$ cat config.mk
export PLATFORM = sky130hd
export DESIGN_NAME = ark_keystore_pipe
export DESIGN_NICKNAME = d
export VERILOG_FILES = /design/src/rtl/ark_keystore_pipe.sv
export SDC_FILE = /design/constraint.sdc
export NUM_CORES = 2
export LEC_CHECK = 0
export CAP_MARGIN = 10
export CORE_ASPECT_RATIO = 0.9
export CORE_MARGIN = 3
export CORE_UTILIZATION = 40
export DETAILED_ROUTE_END_ITERATION = 12
export PLACE_DENSITY = 0.62
export SETUP_SLACK_MARGIN = 0.15
export SLEW_MARGIN = 15
export SYNTH_ARGS = -nofsm -noshare
export SYNTH_HDL_FRONTEND = slang
export SYNTH_SLANG_ARGS = --single-unit
$ cat constraint.sdc
create_clock -name clk -period 5.85 [get_ports clk]
set_clock_uncertainty 0.15 [all_clocks]
set_input_delay 0.585 -clock clk [delete_from_list [all_inputs] [get_ports clk]]
set_output_delay 0.585 -clock clk [all_outputs]
set_load 0.01 [all_outputs]
$ cat src/rtl/ark_keystore_pipe.sv
// Pipelined AddRoundKey stage with an integrated round-key store.
// Two register stages (key select, then XOR) under valid/ready flow control, one block per cycle.
module ark_keystore_pipe #(
  parameter int NR = 10,
  parameter int DW = 128,
  parameter int AW = 4
) (
  input  logic          clk,
  input  logic          rst,
  input  logic          key_we,
  input  logic [AW-1:0] key_addr,
  input  logic [DW-1:0] key_in,
  input  logic          in_valid,
  output logic          in_ready,
  input  logic [DW-1:0] in_state,
  input  logic [AW-1:0] in_round,
  input  logic          in_dec,
  output logic          out_valid,
  input  logic          out_ready,
  output logic [DW-1:0] out_state,
  output logic          out_err,
  output logic          key_wr_err
);

  localparam logic [AW-1:0] LAST_IDX = AW'(NR);

  logic [DW-1:0] key_mem [NR+1];

  logic          s1_valid;
  logic [DW-1:0] s1_state;
  logic [DW-1:0] s1_key;
  logic          s1_err;

  logic          s2_adv;
  logic          s1_adv;
  logic          accept;
  logic          sel_err;
  logic [AW-1:0] sel_idx;
  logic [DW-1:0] sel_key;

  // in_ready is a function of pipeline occupancy only, never of in_valid.
  assign s2_adv   = !out_valid || out_ready;
  assign s1_adv   = s1_valid && s2_adv;
  assign in_ready = !rst && (!s1_valid || s2_adv);
  assign accept   = in_valid && in_ready;

  assign sel_err = in_round > LAST_IDX;
  assign sel_idx = in_dec ? LAST_IDX - in_round : in_round;

  // NOTE: give every always_comb output a default first so no path leaves it unassigned (no latch).
  always_comb begin
    sel_key = '0;
    if (!sel_err) begin
      for (int i = 0; i <= NR; i++) begin
        if (sel_idx == AW'(i)) sel_key = key_mem[i];
      end
    end
  end

  // NOTE: the key store is reset explicitly because a cleared store is part of the block's contract.
  always_ff @(posedge clk) begin
    if (rst) begin
      for (int i = 0; i <= NR; i++) key_mem[i] <= '0;
      key_wr_err <= 1'b0;
    end else begin
      key_wr_err <= key_we && (key_addr > LAST_IDX);
      for (int i = 0; i <= NR; i++) begin
        if (key_we && key_addr == AW'(i)) key_mem[i] <= key_in;
      end
    end
  end

  // NOTE: non-blocking assignments let a same-edge write and read see the old key without ordering hazards.
  always_ff @(posedge clk) begin
    if (rst) begin
      s1_valid  <= 1'b0;
      s1_state  <= '0;
      s1_key    <= '0;
      s1_err    <= 1'b0;
      out_valid <= 1'b0;
      out_state <= '0;
      out_err   <= 1'b0;
    end else begin
      if (s2_adv) begin
        out_valid <= s1_valid;
        if (s1_valid) begin
          out_state <= s1_state ^ s1_key;
          out_err   <= s1_err;
        end
      end

      if (accept) begin
        s1_valid <= 1'b1;
        s1_state <= in_state;
        s1_key   <= sel_key;
        s1_err   <= sel_err;
      end else if (s1_adv) begin
        s1_valid <= 1'b0;
      end
    end
  end

endmodule

==> impl_summary.log <==
INFO  metric status = complete, no violations
INFO  metric synth.yosys.warnings = 0
INFO  metric synth.cell_area = 0.07866 mm2
INFO  metric total_die_area = 0.2020 mm2
INFO  metric cp_cell_sequence = clkdlybuf4s50_1 -> ha_1 -> nand3b_1 -> a21oi_2 -> o21ai_4 -> nor3b_2 -> o21ai_0 -> a32oi_1
INFO  metric numClockSinks = 1797
INFO  metric drt_pre_antenna_iters = 7
INFO  metric sort_of_element_at_the_start_of_the_critical_path = input port
INFO  metric netlist.area_leader.share = 53.75%
INFO  metric clock_tree.root_cell = clkbuf_16
INFO  metric syn_avg_cell_area = 10.87 um2
INFO  metric initial_core_util = 40.48%
INFO  metric avgViaCountPerCell = 6.004
INFO  metric worstMarginPinSlew = 1.251 ns
INFO  metric antenna_violations_before_repair = 6
INFO  metric worst_hold_path.num_cells = 3
INFO  metric first_global_vias = 59254
INFO  metric yosysMostFrequentCell = nor2_1
INFO  metric route.antenna.remaining_nets = 0
INFO  metric power.switching_fraction = 25.37%
INFO  metric cts_tree = done
INFO  metric p_seq_share = 49.4%
INFO  metric ff2ff_path_depth = 7
INFO  metric placement.setup.worst_slack = 0.9206 ns
INFO  metric power.share.clock = 41.1%
INFO  metric p_switching = 7.658 mW
INFO  metric peakVddDrop = 0.0003206 V
INFO  metric synth_sequential_area_ratio = 63.65%
INFO  metric final_hold_viol_count = 0
INFO  metric critical_path.max_stage_delay = 1.04 ns
INFO  metric ctsHtreeMaxLevel = 4
INFO  metric drv_slew = 0
INFO  metric gp_congestion = 0.8421
INFO  metric cellPowerDensity = 330.9 mW/mm2
INFO  metric grt_start_max_net_pins = 219
INFO  metric post_route_cells_drive_above_1_share = 6.823%
INFO  metric synth.ff_latch_count = 1797
INFO  metric async_reset_ff_share = 0%
INFO  metric timing.final.crit_share = 73.00%
INFO  metric biggest_area_contributors_in_the_synthesized_netlist = edfxtp_1, dfxtp_1, nor2_1, clkbuf_1, nand2_1
INFO  metric setup_repair_after_global_routing_missed_its_margin = false
INFO  metric chipHeight = 426.7 um
INFO  metric drc_violations = 0
INFO  metric detail_route.wl_per_cell = 26.89 um
INFO  metric timing.final.crit_period = 4.271 ns
INFO  metric cts_repair_resize_count = 0
INFO  metric synth_enable_flop_cells = 1408
INFO  metric num_rows = 153
INFO  metric clock_tree.buffer_depth = 3
INFO  metric final.setup.tns = 0 ns
INFO  metric area_delta_synth_final = 15.97%
INFO  metric internal_power = 22.53 mW
INFO  metric hold_path.startpoint = in_state[27]
INFO  metric setup.worst_path.end_class = flip-flop
INFO  metric detailedPlacementHpwl = 146.8 mm
INFO  metric cts_hold_repair.buffers = 0
INFO  metric timing.critical_path.fanout_max = 29
INFO  metric cp-startpoint = in_round[1]
INFO  metric nets = 7504
INFO  metric synthesis.nets = 7509
INFO  metric fill_cells = 17486
INFO  metric total_setup_violations_reported_at_the_end_of_the_flow = 0
INFO  metric comb_power_share = 9.5%
INFO  metric drt_wl_total = 267.8 mm
INFO  metric cts_post_setup_buffers_inserted = 0
INFO  metric worst_setup_path_category = input port to flip-flop
INFO  metric synth_area_leader_cell = edfxtp_1
INFO  metric grt_pass1_wl = 393.6 mm
INFO  metric clk_pin_slew = 0.06 ns
INFO  metric layout_setup_ws = 1.579 ns
INFO  metric drt_first_iter_violations = 6938
INFO  metric fmax_achieved = 0.2342 GHz
INFO  metric coreArea = 0.1943 mm2
INFO  metric grt_overflow = 0
INFO  metric maxCapViolCount = 0
INFO  metric grt_util_all_layers = 25.87%
INFO  metric r2r_start = out_valid
INFO  metric synth_ff_type = edfxtp_1
INFO  metric clk-insertion-delay-late = 0.87 ns
INFO  metric hold_class = input port to flip-flop
INFO  metric critical_path.slowest_cell = o21ai_4
INFO  metric slew_headroom = 16.04%
INFO  metric netlist_instances = 7237
INFO  metric boundaryPins = 402
INFO  metric die-width = 473.4 um
INFO  metric synth.distinct_cells = 83
INFO  metric post_synth_most_frequent_cells = nor2_1, edfxtp_1, clkbuf_1
INFO  metric crit_arrival = 4.88 ns
INFO  metric route.vias.total = 59791
INFO  metric cts_inserted_buffers = 190
INFO  metric portBuffers = 401
INFO  metric required = 6.46 ns
INFO  metric leakagePower = 30.31 nW
layout make-up:
type / instances / area (um2) / area share, %
Antenna cell: 1 / 2.502 / 0.002743
Timing Repair Buffer: 540 / 5577 / 6.114
Clock buffer: 267 / 5346 / 5.861
Sequential cell: 1797 / 50070 / 54.89
Multi-Input combinational cell: 4569 / 25440 / 27.89
Tap cell: 2557 / 3199 / 3.507
Clock inverter: 94 / 1072 / 1.176
Inverter: 134 / 508.0 / 0.5569
layout by cell type, fill, tap and decap left out, types with 13 or more instances in the layout:
master           synthesis  routed
bufinv_16                0      13
clkbuf_16                0     192
a211oi_1               225     224
xnor2_1                128     128
o31a_1                  91      91
nor2b_1                 21      21
a21oi_1                246     245
nand2_1                577     566
clkbuf_8                 0      26
o221ai_1                16      16
and3_1                  18      18
nand2b_1               146     136
buf_12                   0      41
nor2_1                1557    1546
clkinv_2                 0      34
nor3_1                  15      14
a222oi_1                17      17
buf_4                    8      98
clkbuf_1               590      49
nand3b_1               131     131
edfxtp_1              1408    1408
a41o_1                  90      90
a22o_1                 184     184
nand3_1                130     128
inv_1                  132     132
clkinv_1                 0      20
a31oi_1                109     109
a22oi_1                105     105
clkdlybuf4s50_1          0     399
o211ai_1               102     102
o2bb2ai_1               17      17
nand4_1                107     107
o21ai_0                332     332
mux2i_1                 20      20
dfxtp_1                389     389
logic make-up after synthesis:
kind of cell | count (synthesis) | synth area share (%)
AND/OR/NAND/NOR | 2737 | 15.02
flip-flops | 1797 | 63.65
AO/OA/AOI/OAI | 1674 | 15.00
buffers and inverters | 871 | 4.467
XOR/XNOR | 129 | 1.436
multiplexers | 27 | 0.3865
adder cells (fa/ha/maj) | 2 | 0.03181
worst paths after layout:
kind         slack, ns      endpoint
min reg2reg       0.31     out_valid
max reg2reg       2.56    s1_key[77]
min               0.09  s1_state[27]
max               1.58    s1_key[58]
per-layer routing:
metal	share of wire, %	up-vias	GRT usage (%)	wire length (um)
li1	-	26105	-	-
met1	40	29730	34.61	105900
met2	47	3388	41.87	124500
met3	10	566	4.710	26670
met4	4.0	2	9.885	10660
met5	0.0049	-	0	13
power groups by stage:
stage | sequential [mW] | combinational (mW) | clock [mW]
after CTS | 14.9 | 2.84 | 12.5
after global placement | 15.1 | 2.80 | 0
after detailed placement | 15.2 | 2.83 | 0
after global routing | 15.0 | 3.04 | 13.1
final | 14.9 | 2.87 | 12.4
after floorplan | 15.1 | 1.58 | 0
flip-flops by register name, summed over array words and instances, names as in the netlist:
| signal | cells |
|---|---|
| key_mem | 1408 |
| out_state | 128 |
| s1_key | 128 |
| s1_state | 128 |
| key_wr_err | 1 |
| out_err | 1 |
| out_valid | 1 |
| s1_err | 1 |
| s1_valid | 1 |
critical path, delay by kind of cell:
| kind | cells | cell delay (ns) |
|---|---|---|
| simple gates | 2 | 1.14 |
| compound gates | 4 | 1.69 |
| fa+ha+maj | 1 | 0.73 |
| buf+inv | 1 | 0.72 |
metrics by stage:
stage          hold WS [ns]  cells  total power, mW  area, um2  util [%]
2_1_floorplan        0.2797   7237            16.73      78660         -
3_3_place_gp         0.2974   9597            17.94      84790     43.64
3_5_place_dp         0.3043   9597            18.00      84800     43.64
4_1_cts             0.03952   9958            30.26      91220     46.94
5_1_grt             0.08008   9958            31.08      91220     46.94
6_report            0.09391   9959            30.19      91220     46.95
Power figures use the tool's default switching activity.
